**src/rtl/ula_operand_loader.sv**
```systemverilog
`default_nettype none
// ============================================================================
//  Module   : ula_operand_loader
//  Purpose  : Keys ALU operand A, operand B and a 3-bit opcode from the switch
//             bank in three successive enter presses, then holds them stable
//             with valid high while the ALU result is displayed.
//  Options  : ULA_LOADER_DEBOUNCE_EN - when defined, a debounce counter of
//             DEBOUNCE_CYCLES stable cycles filters the synchronized enter level.
//  Revision : 1.0 - initial release
// ============================================================================
module ula_operand_loader #(
  parameter int DEBOUNCE_CYCLES = 16
) (
  input  logic       clk,
  input  logic       rst,
  input  logic [7:0] sw,
  input  logic       btn_enter,
  input  logic       btn_clear,
  output logic [7:0] a,
  output logic [7:0] b,
  output logic [2:0] op,
  output logic       valid,
  output logic [1:0] stage,
  output logic [7:0] op_count
);

  typedef enum logic [1:0] {
    S_LOAD_A  = 2'b00,
    S_LOAD_B  = 2'b01,
    S_LOAD_OP = 2'b10,
    S_SHOW    = 2'b11
  } state_t;

  state_t     r_state;
  state_t     w_state_nxt;

  logic       r_enter_s1;
  logic       r_enter_s2;
  logic       r_clr_s1;
  logic       r_clr_s2;
  logic       r_enter_prev;
  logic       w_enter_lvl;
  logic       w_press;
  logic       w_clear;

  logic [7:0] r_a;
  logic [7:0] r_b;
  logic [2:0] r_op;
  logic [7:0] r_cnt;
  logic [7:0] w_a_nxt;
  logic [7:0] w_b_nxt;
  logic [2:0] w_op_nxt;
  logic [7:0] w_cnt_nxt;

  // Two-flop synchronizers for both asynchronous buttons
  always_ff @(posedge clk) begin
    if (rst) begin
      r_enter_s1 <= 1'b0;
      r_enter_s2 <= 1'b0;
      r_clr_s1   <= 1'b0;
      r_clr_s2   <= 1'b0;
    end else begin
      r_enter_s1 <= btn_enter;
      r_enter_s2 <= r_enter_s1;
      r_clr_s1   <= btn_clear;
      r_clr_s2   <= r_clr_s1;
    end
  end

`ifdef ULA_LOADER_DEBOUNCE_EN
  localparam int CNT_W = $clog2(DEBOUNCE_CYCLES + 1);

  logic [CNT_W-1:0] r_db_cnt;
  logic             r_db_lvl;

  // Accept a level change only after it has persisted DEBOUNCE_CYCLES cycles
  always_ff @(posedge clk) begin
    if (rst) begin
      r_db_cnt <= '0;
      r_db_lvl <= 1'b0;
    end else if (r_enter_s2 != r_db_lvl) begin
      if (r_db_cnt == CNT_W'(DEBOUNCE_CYCLES - 1)) begin
        r_db_lvl <= r_enter_s2;
        r_db_cnt <= '0;
      end else begin
        r_db_cnt <= r_db_cnt + 1'b1;
      end
    end else begin
      r_db_cnt <= '0;
    end
  end

  assign w_enter_lvl = r_db_lvl;
`else
  // No filtering in this build: the synchronized level is the conditioned
  // level and DEBOUNCE_CYCLES has no effect on behaviour.
  if (DEBOUNCE_CYCLES > 0) begin : g_enter_direct
    assign w_enter_lvl = r_enter_s2;
  end else begin : g_enter_direct_any
    assign w_enter_lvl = r_enter_s2;
  end
`endif

  // Remember the previous conditioned level for rising-edge detection
  always_ff @(posedge clk) begin
    if (rst) begin
      r_enter_prev <= 1'b0;
    end else begin
      r_enter_prev <= w_enter_lvl;
    end
  end

  assign w_press = w_enter_lvl & ~r_enter_prev;
  assign w_clear = r_clr_s2;

  // Next-state and field-load decode; clear overrides a coincident press
  always_comb begin
    w_state_nxt = r_state;
    w_a_nxt     = r_a;
    w_b_nxt     = r_b;
    w_op_nxt    = r_op;
    w_cnt_nxt   = r_cnt;
    if (w_clear) begin
      w_state_nxt = S_LOAD_A;
      w_a_nxt     = 8'h00;
      w_b_nxt     = 8'h00;
      w_op_nxt    = 3'b000;
    end else if (w_press) begin
      case (r_state)
        S_LOAD_A: begin
          w_a_nxt     = sw;
          w_state_nxt = S_LOAD_B;
        end
        S_LOAD_B: begin
          w_b_nxt     = sw;
          w_state_nxt = S_LOAD_OP;
        end
        S_LOAD_OP: begin
          w_op_nxt    = sw[2:0];
          w_cnt_nxt   = r_cnt + 8'd1;
          w_state_nxt = S_SHOW;
        end
        default: begin
          w_state_nxt = S_LOAD_A;
        end
      endcase
    end
  end

  // State and operand registers
  always_ff @(posedge clk) begin
    if (rst) begin
      r_state <= S_LOAD_A;
      r_a     <= 8'h00;
      r_b     <= 8'h00;
      r_op    <= 3'b000;
      r_cnt   <= 8'h00;
    end else begin
      r_state <= w_state_nxt;
      r_a     <= w_a_nxt;
      r_b     <= w_b_nxt;
      r_op    <= w_op_nxt;
      r_cnt   <= w_cnt_nxt;
    end
  end

  assign a        = r_a;
  assign b        = r_b;
  assign op       = r_op;
  assign op_count = r_cnt;
  assign stage    = r_state;
  assign valid    = (r_state == S_SHOW);

endmodule
`default_nettype wire

```
**config.mk**
```make
export PLATFORM = sky130hd
export DESIGN_NAME = ula_operand_loader
export DESIGN_NICKNAME = d
export VERILOG_FILES = /design/src/rtl/ula_operand_loader.sv
export SDC_FILE = /design/constraint.sdc
export NUM_CORES = 1
export LEC_CHECK = 0
export BUFFER_PORTS_ARGS = -buffer_cell sky130_fd_sc_hd__buf_2
export CAP_MARGIN = 20
export CORE_MARGIN = 10
export CORE_UTILIZATION = 45
export DETAILED_ROUTE_END_ITERATION = 8
export HOLD_SLACK_MARGIN = 0.12
export PLACE_DENSITY = 0.72
export SYNTH_ARGS = -nofsm -noshare
export SYNTH_HDL_FRONTEND = slang
export SYNTH_SLANG_ARGS = --single-unit
```
**constraint.sdc**
```tcl
create_clock -name clk -period 1.8 [get_ports clk]
set_input_delay 0.36 -clock clk [delete_from_list [all_inputs] [get_ports clk]]
set_output_delay 0.36 -clock clk [all_outputs]
set_load 0.02 [all_outputs]
```
Yosys cells after proc, flatten, opt, wreduce, memory -nomap -nowiden:

Cells that the tools add are included.

* eq/ne operators: 3
* mux-type cells: 1
* bitwise gates (word level): 3
* reductions and logical operators: 6
* add/sub/neg operators: 1

Operator list (number)
* $add 8x1->8 const B: 1
* $pmux 2 s3: 1
* $reduce_and 2->1: 3
* $eq 2x2->1 const B: 2
* $reduce_and 3->1: 1
* $eq 2x1->1 const B: 1
* $logic_not 2->1: 1
* $not 1->1: 2
* $reduce_or 2->1: 1
* $and 1x1->1: 1

* logic and storage cells: 24
* output and inout bits: 30
* bits in registers: 34
* input port bits: 12

Logic depth before layout (Yosys ltp):

* word-level depth: 3
* gate-level depth with buffers: 6
* depth with buffers taken out: 5

Least setup slack after synthesis:

Ideal clock, no wire load.

* path kind: register -> register
* start point: register r_state[1], in the netlist stage[1]
* end point: register r_cnt[7], in the netlist op_count[7]
* cell stages (with the launch flop): 5
* required time: 1.679 ns
* setup slack: 0.145 ns
* arrival: 1.534 ns
* period minus slack after synthesis: 1.655 ns
* buffers on the path: 0
* path through: dfxtp_1 ha_1 nand4bb_2 nor4_1 mux2_2

* word-level cells in the longest chain between the ends: 2

Ends and longest elaborated chain
* from (decl): RTL line 34 `state_t r_state;`
* from (signal assigned): RTL line 159 `r_state <= w_state_nxt;`
* $eq 2x2->1: RTL line 129 `case (r_state)`
* $reduce_and 3->1 (no source line)
* to (signal assigned): RTL line 163 `r_cnt <= w_cnt_nxt;`
* to (decl): RTL line 49 `logic [7:0] r_cnt;`

Every way passes these cells.
A chain may end at the register's enable or synchronous reset.

Final worst setup path:

Same ends and word-level chain as after synthesis.

==> impl_metrics.env <==
export IMPL_routed_via_count=1058
export IMPL_pwr_share_seq_pct=59.9
export IMPL_antenna_found_initial=0
export IMPL_clk_latency_ps=340
export IMPL_synthesis_instances=132
export IMPL_area_growth_syn_to_layout_pct=22.8
export IMPL_start_util_pct=47.7
export IMPL_p_clk_share_pct=33.8
export IMPL_die_w_um=74.5
export IMPL_required_ps=2040
export IMPL_fin_util_pct=58.6
export IMPL_async_flop_share_pct=0
export IMPL_grt_pass1_wl_mm=4.54
export IMPL_fmaxAchievable_mhz=614
export IMPL_fin_crit_ps=1630
export IMPL_place_congestion=0.782
export IMPL_ys_warn_count=0
export IMPL_hold_depth=2
export IMPL_yosys_cell_types_count=23
export IMPL_layout_commonest_cell="buf_2"
export IMPL_gr_total_overflow=0
export IMPL_synth_edf_count=0
export IMPL_netSwitchingPower_uw=299
export IMPL_period_share_pct=90.5
export IMPL_root_buffer="clkbuf_4"
export IMPL_avgSynthCellArea_sq_um=10.1
export IMPL_drv_cap=0
export IMPL_fin_cells=210
export IMPL_post_cts_buffers=0
export IMPL_hold_buffers=0
export IMPL_synthesis_nets=150
export IMPL_cts_max_level=2
export IMPL_dp_cells=202
export IMPL_layout_common_cells="41 x buf_2, 34 x dfxtp_1, 24 x nor2_1"
export IMPL_cp_max_fo=6
export IMPL_cts_resized_gates=0
export IMPL_wl_per_cell_um=13.6
export IMPL_p_sw_share_pct=23.3
export IMPL_numClockSinks=34
export IMPL_clock_path_buffers=2
export IMPL_num_nets_final=196
export IMPL_drc_errors=0
export IMPL_grt_start_max_net_pins=22
export IMPL_rows=19
export IMPL_relSlewSlack_pct=74.6
export IMPL_synth_area_sq_mm=0.00134
export IMPL_power_leakage_uw=0.000882
export IMPL_cp_arrival_ps=1870
export IMPL_timing_hold_ws_ps=239
export IMPL_routed_via_density=5.04
export IMPL_comb_power_share_pct=6.3
export IMPL_p_int_uw=987
export IMPL_fin_skew_ps=10.4
export IMPL_report_final_slew_viol_count=0
export IMPL_fp_coreArea_sq_mm=0.00281
export IMPL_hold_viol_final=0
export IMPL_cts_tree="yes"
export IMPL_finalSetupTns_ps=0
export IMPL_tightest_slew_ps=381
export IMPL_pwr_density_cell_mw_per_mm2=783
export IMPL_r2r_cells=4
export IMPL_dr_pass1_iters=4
export IMPL_portBuffers=41
export IMPL_rsz0062_at_grt="no"
export IMPL_hold_class="in2reg"
export IMPL_synth_ff_latch_count=34
export IMPL_dp_hpwl_mm=2.19
export IMPL_ir_drop_mv=0.685
export IMPL_cts_buffers=5
export IMPL_crit_path_start_kind="flip-flop"
export IMPL_ios=42
export IMPL_clk_pin_slew_ps=100
export IMPL_die_h_um=74.5
export IMPL_grtUsageTotal_pct=10.6
export IMPL_status="completed"
export IMPL_fillerInstances=247
export IMPL_finalWirelength_mm=2.85
export IMPL_worstSetupPathType="reg2reg"
export IMPL_end_kind="flip-flop"
export IMPL_ys_flop_type="dfxtp_1"
export IMPL_die_area_sq_mm=0.00556
export IMPL_num_antenna_cells=0
export IMPL_drive_gt1_share_pct=30.7
export IMPL_grt_pass1_vias=1083
export IMPL_ant_nets=0
export IMPL_seq_area_frac_synth_pct=50.8
export IMPL_finalSetupViolations=0
export IMPL_drtIter0Drc=40
==> cells in the mapped netlist, drive strengths merged, types with 4 or more instances <==
library cell | n | share of area, %
dfxtp | 34 | 51
nor2 | 24 | 6.7
ha | 6 | 5.6
nor2b | 6 | 2.8
or3 | 4 | 1.9
a21oi | 6 | 2.2
mux2i | 21 | 16
==> cell type report <==
class | instances | area, sq um | area share, %
clock buffers | 7 | 55.1 | 3.35
repair buffers | 45 | 235 | 14.3
multi-input cells | 89 | 618 | 37.6
inverters | 3 | 11.3 | 0.685
flip-flops and latches | 34 | 681 | 41.4
clock inverters | 1 | 5.00 | 0.304
well taps | 31 | 38.8 | 2.36
==> registers in the layout, summed over array words and instances, names as in the netlist <==
register      flops
r_clr_s1          1
stage             2
a                 8
b                 8
r_enter_s1        1
r_enter_s2        1
op                3
r_enter_prev      1
op_count          8
r_clr_s2          1
==> power groups by stage <==
stage                     clock (uW)  combinational [uW]  sequential (uW)
after floorplan                    0                39.4              797
after global placement             0                79.5              787
after detailed placement           0                82.8              788
after CTS                        447                83.1              770
after global routing             479                92.0              772
final                            435                81.4              770
==> routing by layer <==
layer  wire, um  global-route usage, %  vias to the layer above
met5          0                      0                        -
met3        359                   5.32                        7
met1       1190                   11.3                      475
met2       1240                   16.4                       38
met4         55                   6.30                        0
li1           -                      -                      538
==> final timing paths <==
check                           slack, ps  startpoint     endpoint
worst max-delay path                  170    stage[1]  op_count[7]
worst min-delay path                  240   btn_clear     r_clr_s1
worst max register to register        170    stage[1]  op_count[7]
worst min register to register        440  r_enter_s1   r_enter_s2
==> through the flow <==
step	setup WS [ps]	total power (uW)	instance area (sq um)
floorplan	145	836	1340
global placement	204	866	1580
detailed placement	161	871	1580
CTS	167	1300	1640
global route	52.2	1340	1640
finish	170	1290	1640
==> logic make-up after synthesis <==
logic type | after synthesis | synth area share, %
simple gates | 49 | 18.9
flops | 34 | 50.8
mux | 22 | 16.5
compound gates | 11 | 4.49
buf+inv | 9 | 2.99
fa+ha+maj | 6 | 5.61
xor+xnor | 1 | 0.654
==> worst max-delay path: stages (launching register included) <==
cell,delay [ps]
dfxtp_1,420
ha_1,230
nand4bb_2,190
nor4_1,340
mux2_2,360
No activity file was read; power rests on OpenSTA's default activity.
